$ cat config.mk
export PLATFORM = sky130hd
export DESIGN_NAME = imem_loader_flat
export DESIGN_NICKNAME = d
export VERILOG_FILES = /design/src/rtl/imem_loader_pkg.sv /design/src/rtl/imem_loader_if.sv /design/src/rtl/imem_word_assembler.sv /design/src/rtl/imem_loader.sv /design/src/flat_wrapper.sv
export SDC_FILE = /design/constraint.sdc
export NUM_CORES = 1
export LEC_CHECK = 0
export ABC_CLOCK_PERIOD_IN_PS = 2400
export BUFFER_PORTS_ARGS = -buffer_cell sky130_fd_sc_hd__clkbuf_2
export CAP_MARGIN = 20
export CORE_MARGIN = 4
export CORE_UTILIZATION = 52
export CTS_BUF_LIST = sky130_fd_sc_hd__clkbuf_4 sky130_fd_sc_hd__clkbuf_8
export DETAILED_ROUTE_END_ITERATION = 6
export MAX_ROUTING_LAYER = met4
export PLACE_DENSITY = 0.84
export SLEW_MARGIN = 20
export SYNTH_ARGS = -nofsm -noshare
export SYNTH_HDL_FRONTEND = slang
export SYNTH_SLANG_ARGS = --single-unit
$ cat constraint.sdc
create_clock -name clk -period 2.4 [get_ports clk]
set_input_delay 0.72 -clock clk [delete_from_list [all_inputs] [get_ports clk]]
set_output_delay 0.72 -clock clk [all_outputs]
set_load 0.02 [all_outputs]
$ cat src/rtl/imem_loader_pkg.sv
// imem_loader shared constants: default geometry, word size, FSM states.
package imem_loader_pkg;

  localparam int DEPTH_DEF      = 32;
  localparam int ADDR_W_DEF     = 5;
  localparam int BYTES_PER_WORD = 4;

  localparam logic [2:0] S_HDR   = 3'd0;
  localparam logic [2:0] S_DATA  = 3'd1;
  localparam logic [2:0] S_WRITE = 3'd2;
  localparam logic [2:0] S_CHK   = 3'd3;
  localparam logic [2:0] S_DONE  = 3'd4;
  localparam logic [2:0] S_ERR   = 3'd5;

endpackage

$ cat src/rtl/imem_loader_if.sv
// Byte-stream valid/ready channel feeding the instruction memory loader.
interface imem_loader_if;

  logic       in_valid;
  logic [7:0] in_data;
  logic       in_ready;

  modport master (
    output in_valid,
    output in_data,
    input  in_ready
  );

  modport slave (
    input  in_valid,
    input  in_data,
    output in_ready
  );

endinterface

$ cat src/rtl/imem_word_assembler.sv
// Shifts stream bytes into a big-endian word; strobes on the final byte.
module imem_word_assembler
  import imem_loader_pkg::*;
(
  input  logic        clk,
  input  logic        reset,
  input  logic        clear,
  input  logic        shift,
  input  logic [7:0]  data,
  output logic [31:0] word_next,
  output logic        word_done
);

  // Only the three earlier bytes need storage; the last one is live.
  logic [23:0] acc;
  logic [1:0]  cnt;

  assign word_next = {acc, data};
  assign word_done = shift && (cnt == 2'(BYTES_PER_WORD - 1));

  always_ff @(posedge clk) begin
    if (reset || clear) begin
      acc <= '0;
      cnt <= '0;
    end else if (shift) begin
      acc <= word_next[23:0];
      cnt <= cnt + 2'd1;
    end
  end

endmodule

$ cat src/rtl/imem_loader.sv
// Loads a byte stream into instruction memory and holds the CPU until done.
// Define IMEM_LOADER_CHECKSUM_EN to require a trailing XOR checksum byte.
module imem_loader
  import imem_loader_pkg::*;
#(
  parameter int DEPTH  = DEPTH_DEF,
  parameter int ADDR_W = ADDR_W_DEF
) (
  input  logic              clk,
  input  logic              reset,
  input  logic              start,
  imem_loader_if.slave      stream,
  output logic              mem_we,
  output logic [ADDR_W-1:0] mem_addr,
  output logic [31:0]       mem_wdata,
  output logic              cpu_hold,
  output logic              done,
  output logic              error
);

  logic [2:0]    state;
  logic [ADDR_W:0] idx;
  logic [ADDR_W:0] n;
  logic [ADDR_W:0] idx_inc;
  logic          xfer;
  logic          hdr_ok;
  logic          last_state_hit;
  logic [31:0]   word_next;
  logic          word_done;
  logic [2:0]    after_last;

`ifdef IMEM_LOADER_CHECKSUM_EN
  logic [7:0] csum;
  assign after_last = S_CHK;
`else
  assign after_last = S_DONE;
`endif

  assign stream.in_ready = (state == S_HDR)
                        || (state == S_DATA)
                        || (state == S_CHK);

  assign xfer     = stream.in_valid && stream.in_ready;
  assign hdr_ok   = (stream.in_data != 8'd0)
                 && (32'(stream.in_data) <= DEPTH);
  // Index is one bit wider than the address so N == DEPTH compares exactly.
  assign idx_inc  = idx + (ADDR_W + 1)'(1);
  assign last_state_hit = (idx_inc == n);

  assign cpu_hold = (state != S_DONE);
  assign done     = (state == S_DONE);
  assign error    = (state == S_ERR);

  imem_word_assembler u_asm (
    .clk       (clk),
    .reset     (reset),
    .clear     (xfer && (state == S_HDR)),
    .shift     (xfer && (state == S_DATA)),
    .data      (stream.in_data),
    .word_next (word_next),
    .word_done (word_done)
  );

  always_ff @(posedge clk) begin
    if (reset) begin
      state     <= S_HDR;
      idx       <= '0;
      n         <= '0;
      mem_we    <= 1'b0;
      mem_addr  <= '0;
      mem_wdata <= '0;
`ifdef IMEM_LOADER_CHECKSUM_EN
      csum      <= '0;
`endif
    end else begin
      mem_we <= 1'b0;
      case (state)
        S_HDR: begin
          if (xfer) begin
            if (hdr_ok) begin
              n     <= stream.in_data[ADDR_W:0];
              idx   <= '0;
              state <= S_DATA;
`ifdef IMEM_LOADER_CHECKSUM_EN
              csum  <= '0;
`endif
            end else begin
              state <= S_ERR;
            end
          end
        end
        S_DATA: begin
`ifdef IMEM_LOADER_CHECKSUM_EN
          if (xfer) csum <= csum ^ stream.in_data;
`endif
          // Write port is loaded here so it is valid during WRITE.
          if (word_done) begin
            mem_we    <= 1'b1;
            mem_addr  <= idx[ADDR_W-1:0];
            mem_wdata <= word_next;
            state     <= S_WRITE;
          end
        end
        S_WRITE: begin
          idx   <= idx_inc;
          state <= last_state_hit ? after_last : S_DATA;
        end
`ifdef IMEM_LOADER_CHECKSUM_EN
        S_CHK: begin
          if (xfer) begin
            state <= (stream.in_data == csum) ? S_DONE : S_ERR;
          end
        end
`endif
        S_DONE, S_ERR: begin
          if (start) state <= S_HDR;
        end
        default: state <= S_HDR;
      endcase
    end
  end

endmodule

$ cat src/flat_wrapper.sv
// flat-port wrapper written by rule: the top's interface ports become plain ports
module imem_loader_flat import imem_loader_pkg::*;
#(
  parameter int DEPTH  = DEPTH_DEF,
  parameter int ADDR_W = ADDR_W_DEF
)
  (clk, reset, start, mem_we, mem_addr, mem_wdata, cpu_hold, done, error, stream_in_valid, stream_in_data, stream_in_ready);
  imem_loader_if stream_i ();
  input  logic clk;
  input  logic reset;
  input  logic start;
  output logic mem_we;
  output logic [ADDR_W-1:0] mem_addr;
  output logic [31:0] mem_wdata;
  output logic cpu_hold;
  output logic done;
  output logic error;
  input wire logic [$bits(stream_i.in_valid)-1:0] stream_in_valid;
  input wire logic [$bits(stream_i.in_data)-1:0] stream_in_data;
  output wire logic [$bits(stream_i.in_ready)-1:0] stream_in_ready;
  assign stream_i.in_valid = stream_in_valid;
  assign stream_i.in_data = stream_in_data;
  assign stream_in_ready = stream_i.in_ready;
  imem_loader #(.DEPTH(DEPTH), .ADDR_W(ADDR_W)) u_core (.clk(clk), .reset(reset), .start(start), .stream(stream_i), .mem_we(mem_we), .mem_addr(mem_addr), .mem_wdata(mem_wdata), .cpu_hold(cpu_hold), .done(done), .error(error));
endmodule
# == Yosys cells after proc, flatten, opt, wreduce, memory -nomap -nowiden ==
# Cells that the tools add are included.
# classes
reduce_logical,17
mux,10
n_addsub,2
n_lt_le_gt_ge,1
n_bitwise,1
eq_ne,12
# op_table
operator,count
$mux W3,5
$mux W6,2
$pmux W3 S4,1
$pmux W6 S2,1
$reduce_and A3 Y1,3
$le A8 B6 Y1 const B,1
$reduce_bool A8 Y1,1
$add A6 B1 Y6 const B,1
$eq A3 B2 Y1 const B,2
$eq A3 B3 Y1 const B,2
$eq A6 B6 Y1,1
$logic_and A1 B1 Y1,5
$ne A2 B1 Y1 const B,2
$ne A2 B2 Y1 const B,2
$reduce_or A2 Y1,2
$eq A3 B1 Y1 const B,1
$logic_not A3 Y1,1
$logic_or A1 B1 Y1,3
$ne A3 B3 Y1 const B,1
$add A2 B1 Y2 const B,1
$eq A2 B2 Y1 const B,1
$reduce_and A2 Y1,1
$reduce_bool A2 Y1,1
$mux W1,1
$not A1 Y1,1
# totals
output_inout_bits,42
word_cells,51
ff_bits,79
input_bits,12

# == Logic depth before layout (Yosys ltp) ==
# Gate-level depths: netlist of run 1.
# logic_depth
ltp_word,8
mapped_depth,9
depth_no_buf,5

# == Modules after synthesis ==
# A second synthesis of run 1 with hierarchy kept.
# unflattened
cells_unflattened,370
area_unflattened_um2,3235.6
# by_module_without_submodules
mod,instances,cells_each,area_per_inst_um2,seq_area_each_um2
imem_loader,1,275,2195.9,1061.0
imem_word_assembler,1,95,1039.7,520.5

# == Worst setup path before layout of run 1 ==
# OpenSTA, ideal clock, no wires.
# synth_timing
path_kind,input-to-reg
startpoint,input port stream_in_data[2]
endpoint,register u_core.idx[3]
slack_ns,0.183
cell_stages,6
n_path_buf,1
setup_time_ns,0.061
arrival_time_ns,2.157
required_ns,2.339
path_cell_list,or4_4 nor3_2 and4b_1 buf_6 a311oi_4 a22o_1
# synth_via
elab_chain_cells,4
word_cells_on_any_way,5
cone_classes,1 x order compare; 1 x eq/ne; 3 x reduce/logical
# synth_rtl
element,line_no,source
start: declaration,flat_wrapper.sv:19,input wire logic [$bits(stream_i.in_data)-1:0] stream_in_data;
$le A8 B6 Y1 or $reduce_bool A8 Y1 (tied branches),"imem_loader.sv:45, imem_loader.sv:44",
$logic_and A1 B1 Y1 *,imem_loader.sv:45,&& (32'(stream.in_data) <= DEPTH);
$ne A2 B1 Y1 (no line) *,-,
$reduce_and A3 Y1 (no line) *,-,
end signal: assignment,imem_loader.sv:105,idx <= idx_inc;
end: declaration,imem_loader.sv:22,logic [ADDR_W:0] idx;
# Every way passes the cells marked *; elsewhere a longest branch is shown, timed or not.
# A chain may end at the register's enable or synchronous reset.

# == Worst setup path after layout of run 1 ==
# layout_timing
startpoint,register u_core.state[2]
endpoint,output port error
# layout_via
elab_chain_cells,1
# layout_rtl
element,line_no,source
start: declaration,imem_loader.sv:21,logic [2:0] state;
start signal: assignment,imem_loader.sv:106,state <= last_state_hit ? after_last : S_DATA;
$eq A3 B3 Y1,imem_loader.sv:52,assign error = (state == S_ERR);
end: declaration,flat_wrapper.sv:17,output logic error;
# No other way between the ends.

==> results of run 1 <==
-- Yosys cell counts --
cell type  number
nand2_1       129
dfxtp_1        79
a21oi_1        64
clkbuf_1       14
nor2_1         11
xnor2_1        11
buf_2           8
nand3_1         8
mux2i_1         6
a22o_1          3
buf_1           3
inv_1           3
and3_1          2
ha_1            2
nand2b_1        2
nor2b_1         2
nor3_1          2
o21ai_1         2
xor2_1          2
a2111oi_0       1
a211oi_1        1
a21o_1          1
a311oi_4        1
a31oi_1         1
and2_1          1
and4b_1         1
buf_6           1
inv_2           1
mux2_1          1
nand3b_1        1
nand4_1         1
nor3_2          1
nor4_2          1
nor4b_1         1
o21a_1          1
o21ai_0         1
o221ai_1        1
o22a_1          1
or2_2           1
or4_4           1
-- logic make-up after synthesis --
logic type      count (synthesis)  share of synthesized area
flops                          79                      0.517
buf+inv                        30                     0.0426
xor+xnor                       13                     0.0372
compound gates                 78                      0.145
mux                             7                     0.0233
simple gates                  165                      0.226
fa+ha+maj                       2                    0.00819
-- worst max-delay path: cells and delay by family (launching register included) --
kind                   cells  cell delay [ns]
and+or+nand+nor            1             0.18
DFF                        1             0.50
buffers and inverters      2             0.38
-- routing by layer --
| metal | global-route usage | share of wire |
|---|---|---|
| met3 | 0.0491 | 0.049 |
| met1 | 0.272 | 0.47 |
| met2 | 0.290 | 0.46 |
| met4 | 0.0791 | 0.016 |
| met5 | - | 0 |
-- power groups by stage --
stage                     clock network [mW]  logic [mW]  registers (mW)
after global routing                    1.09       0.158            1.34
after CTS                               1.02       0.142            1.34
after global placement                     0       0.139            1.37
after floorplan                            0      0.0994            1.36
after detailed placement                   0       0.141            1.37
final                                  0.999       0.142            1.34
-- cells in the final DEF, fill, tap and decap left out, types with 2 or more instances in the layout --
cell type  netlist  routed
o21ai_1          2       2
and3_1           2       2
nor3_1           2       2
clkbuf_2         0      53
nor2_1          11      11
mux2i_1          6       6
xnor2_1         11      11
ha_1             2       2
inv_1            3       3
a22o_1           3       3
nand2_1        129     129
xor2_1           2       2
nand3_1          8       8
dfxtp_1         79      79
buf_4            0      13
clkbuf_8         0       9
inv_6            0       3
nor2b_1          2       2
nand2b_1         2       2
a21oi_1         64      64
-- path summary, 6_finish.rpt --
kind         slack, ns  cells after the start              endpoint
max               0.27                      3                 error
min               0.46                      2  u_core.mem_wdata[28]
max reg2reg       0.70                      5           u_core.n[1]
min reg2reg       0.46                      2  u_core.mem_wdata[28]
-- flip-flops by register name (all words and copies together) (netlist names) --
signal            flops
u_core.mem_wdata     32
u_core.u_asm.acc     24
u_core.idx            6
u_core.n              6
u_core.mem_addr       5
u_core.state          3
u_core.u_asm.cnt      2
u_core.mem_we         1
-- layout make-up --
type | count | area (sq um)
flip-flops and latches | 79 | 1580
fillers | 490 | 2010
clock buffers | 9 | 124
clock inverters | 7 | 77.6
multi-input cells | 265 | 1350
well taps | 72 | 90.1
inverters | 4 | 15.0
repair buffers | 66 | 363
==> summary.md, run 1 <==
| Metric | Value |
|---|---|
| Clock power share | 0.403 |
| Fin crit share | 0.886 |
| Clk pin slew, worst setup/hold paths | around 0.090 ns |
| CTS max path bufs | 2 |
| Critical path origin | u_core.state[2] |
| Via-to-Cell Ratio | 5.28 |
| Number of synthesized register bits | 79 |
| Drt wl/cell | 13.1 microns |
| Final worst slack | 0.273 ns |
| Fin area | 3600 sq um |
| Hold Crit Start | u_core.u_asm.acc[20] |
| Run status | finished, final reports clean |
| Syn Inst Count | 374 |
| H-tree depth | 3 |
| Cts hold-fix bufs | 0 |
| Die Area | 7170 sq um |
| Hold Crit Class | reg2reg |
| Cell accounting for the most synthesized area | dfxtp_1 |
| Total Power | 2.48 mW |
| Minimum clock period after layout | 2.13 ns |
| I/O pins | 54 |
| Initial antenna violation count | 0 |
| Slew Limit Headroom | 0.674 |
| Dpl ws | 0.0367 ns |
| Setup Buffers After CTS | 0 |
| Total GRT Usage | 0.201 |
| DR vias | 2651 |
| Row count | 27 |
| I/O Buffers | 53 |
| Combinational power share | 0.057 |
| ANT nets after route | 0 |
| Die height | 84.7 microns |
| Dpl cells | 486 |
| CTS buffer count | 9 |
| Vias in the first global route | 2403 |
| DPL Wire Length | 4550 microns |
| Layout Skew | 0.0176 ns |
| WP data required | ~1.7 ns |
| Initial Util | 0.545 |
| Crit-path cells | inv_1 > nor3_1 > clkbuf_2 |
| 1st-iter DRT viols | ~230 |
| Post-Layout Cell Count | 502 |
| Syn nets | 388 |
| CP Capture Type | primary output |
| Nets | 439 |
| Resized cells post-CTS | 0 |
| Int Pwr | 1.86 mW |
| Largest net degree at the start of global routing | 27 |
| Syn-to-layout area delta | 17.6% |
| Global-route wire length before repair | around 11000 microns |
| Max Slew Vio Count | 0 |
| Synth area leaders | dfxtp_1, nand2_1, a21oi_1 |
| Worst setup SP type | flip-flop |
| Crit-path max cell delay | 0.50 ns |
| Yosys warns | 0 |
| Pre-antenna DRT Iters | 4 |
| Layout cell share with drive strength beyond 1 | 0.205 |
| Synthesized cell area | about 3000 sq um |
| Final setup viols | 0 |
| Netlist cell types | 40 |
| Hold Slack | 0.457 ns |
| Max Cap Viol | 0 |
| Routability-driven placement congestion ratio | between 0.8 and 0.9 |
| Hold Violations, Final | 0 |
| Core ar. | 5610 sq um |
| RSZ-0062 raised after global routing | no |
| Drt drc | 0 |
| LEAKAGE | 1.35 nW |
| CP max-delay cell | dfxtp_1 |
| Die Width | 84.7 microns |
| FMAX | roughly 470 MHz |
| Sequential share of the synthesized area | 0.517 |
| Worst-Margin Slew | 0.490 ns |
| Placed cell area | 3390 sq um |
| Worst skew pair latency | 0.36 ns |
| CTS tree | yes |
| Root buffer cell | clkbuf_8 |
| VDD IR-drop max | 435 uV |
| Crit path kind | reg2out |
| Clk sinks | 79 |
| DRT Wirelength | roughly 6600 microns |
| Final core occ | 0.641 |
| TNS Setup | 0 ns |
| Crit Reg-Reg Startpoint | u_core.state[1] |
| Sw Ratio | 0.249 |
| Critical path fanouts, max | 10 |
| Ant. Diodes | 0 |
| Syn_area_per_cell | about 8.2 sq um |
| Yosys top cell area share | 0.517 |
| Net switching power | 0.617 mW |
| Sequential Power Share | 0.539 |
| Power per cell area | 689 nW/um^2 |
| Arr. time, crit path | 1.41 ns |
| Total grt overflow | 0 |
Power figures use the tool's default switching activity.
==> run 2, diff against run 1 <==
Settings changed: CORE_ASPECT_RATIO set to 1.2.
==> run 2 against run 1 <==
Net effect: cell count is 0.80% higher; sequential share of layout area unchanged; first-iteration DRC count fell by 44%; critical endpoint unchanged; register-to-register slack lost 0.18 ns; fmax grew 0.44%.
==> summary.md, run 2 (synthesis gave the netlist of run 1 again) <==
| Metric | Value |
|---|---|
| CTS buffer count | 9 (unchanged) |
| Crit Reg-Reg Startpoint | u_core.state[1] |
| FMAX | 472 MHz (+0.44%) |
| Total grt overflow | 0 (unchanged) |
| Total GRT Usage | 0.200 (-0.00101) |
| Layout Skew | 0.00868 ns (-0.00893 ns) |
| Die Width | 78.0 microns (-7.9%) |
| Arr. time, crit path | 1.40 ns (about the same) |
| Cts hold-fix bufs | 0 (unchanged) |
| Leading cell type in the layout, fill and taps excluded | nand2_1 |
| Hold Violations, Final | 0 (unchanged) |
| Most frequent cells in the layout | nand2_1, dfxtp_1, a21oi_1 |
| Worst skew pair latency | 0.36 ns (about the same) |
| Reg-to-Reg End | u_core.idx[2] |
| Multi-input gate area | 1350 sq um (unchanged) |
| Vias in the first global route | 2483 (+3.3%) |
| Die height | 92.0 microns (+8.6%) |
| Hold Crit Class | reg2reg |
| Slew Limit Headroom | 0.439 (-0.235) |
| Crit path kind | reg2out |
| WP data required | 1.68 ns (about the same) |
| Run status | finished, final reports clean |
| DPL Wire Length | 4470 microns (-1.9%) |
| VDD IR-drop max | 609 uV (+40%) |
| # fillers | 488 (-0.41%) |
| Initial antenna violation count | 0 (unchanged) |
| Worst setup SP type | flip-flop |
| DRT Wirelength | 6510 microns (-0.79%) |
| Largest net degree at the start of global routing | 40 (+48%) |
| Global-route wire length before repair | 11100 microns (-1.4%) |
| Clk pin slew, worst setup/hold paths | 0.07 ns (-0.02 ns) |
| Setup Buffers After CTS | 0 (unchanged) |
| RSZ-0062 raised after global routing | no |
| LEAKAGE | 1.34 nW (-0.41%) |
| Routability-driven placement congestion ratio | 0.824 (-0.24%) |
| CTS tree | yes |
| Max Slew Vio Count | 0 (unchanged) |
| Resized cells post-CTS | 0 (unchanged) |
| Final setup viols | 0 (unchanged) |
| DR vias | 2565 (-3.2%) |
| Largest register FFs | 32 (unchanged) |
| Core ar. | 5670 sq um (+1.1%) |
| WHS Path Cells | 2 (unchanged) |
| Reg with most FFs | u_core.mem_wdata |
| I/O Buffers | 53 (unchanged) |
| Root buffer cell | clkbuf_8 |
| Fin crit share | 0.882 (-0.00388) |
| Critical path fanouts, max | 10 (unchanged) |
| Pre-antenna DRT Iters | 7 (+3) |
| 1st-iter DRT viols | 129 (-44%) |
| Nets | 436 (-0.68%) |
| Hold Crit Start | u_core.mem_wdata[23] |
| Top flop regs | u_core.mem_wdata: 32 flops, u_core.u_asm.acc: 24 flops |
| Clk sinks | 79 (unchanged) |
| Power per cell area | 707 nW/um^2 (+2.5%) |
| I/O pins | 54 (unchanged) |
| TNS Setup | 0 ns (unchanged) |
| Minimum clock period after layout | 2.12 ns (-0.00930 ns) |
| Max Cap Viol | 0 (unchanged) |
| ANT nets after route | 0 (unchanged) |
| Via-to-Cell Ratio | 5.07 (-4.0%) |
| Reg2reg setup slack | 0.52 ns (-0.18 ns) |
| Layout cell share with drive strength beyond 1 | 0.197 (-0.00747) |
| Syn-to-layout area delta | 17.6% (unchanged) |
| Hold Slack | 0.455 ns (-0.00207 ns) |
| Min-Delay Endpoint | u_core.mem_wdata[23] |
| Row count | 30 (+11%) |
| Worst-Margin Slew | 0.835 ns (+0.345 ns) |
| Initial Util | 0.539 (-0.00578) |
| Die Area | 7170 sq um (about the same) |
| Drt wl/cell | 12.9 microns (-1.6%) |
| Drt drc | 0 (unchanged) |
| CP Capture Type | primary output |
| H-tree depth | 3 (unchanged) |
| Register-to-Register Path Depth | 5 (unchanged) |
| Ant. Diodes | 0 (unchanged) |
| CTS max path bufs | 2 (unchanged) |
| Register area | 1580 sq um (unchanged) |
[run 2: critical path, stage by stage (launching register included)]
cell	delay, ns
dfxtp_1	0.50
inv_1	0.18
nor3_1	0.16
clkbuf_2	0.20
[run 2: area by class of cell]
class                           count  share of cell area
Multi-Input combinational cell    265               0.374
Tap cell                           80              0.0278
Clock buffer                       10              0.0365
Clock inverter                      5              0.0230
Timing Repair Buffer               63              0.0946
Sequential cell                    79               0.440
Inverter                            4             0.00418
[run 2: power by group]
group          internal [mW]  switching, mW  total (mW)
Clock                  0.595          0.467        1.06
Sequential              1.32         0.0144        1.34
Combinational         0.0482         0.0936       0.142
[run 2: metrics by stage]
stage                     cell area, sq um  worst slack, ns  instances   util  power (mW)
after floorplan                       3060            0.183        374      -        1.46
after CTS                             3600            0.279        506  0.634        2.56
after global placement                3380           0.0853        491  0.597        1.51
after global routing                  3600            0.205        506  0.634        2.63
final                                 3600            0.283        506  0.634        2.54
after detailed placement              3380          0.00747        491  0.597        1.51
[run 2: per-layer routing]
metal | track usage | up-vias | routed length, microns
li1 | - | 1329 | -
met1 | 0.237 | 1170 | 2890
met2 | 0.324 | 55 | 3180
met3 | 0.0442 | 11 | 313
met4 | 0.0933 | 0 | 127
met5 | - | - | 0
[run 2: worst max-delay path by stage]
stage | startpoint | to
floorplan | stream_in_data[2] | u_core.idx[3]
global placement | stream_in_data[2] | u_core.n[1]
detailed placement | stream_in_data[2] | u_core.n[5]
CTS | u_core.state[2] | error
global route | u_core.state[2] | error
finish | u_core.state[2] | error
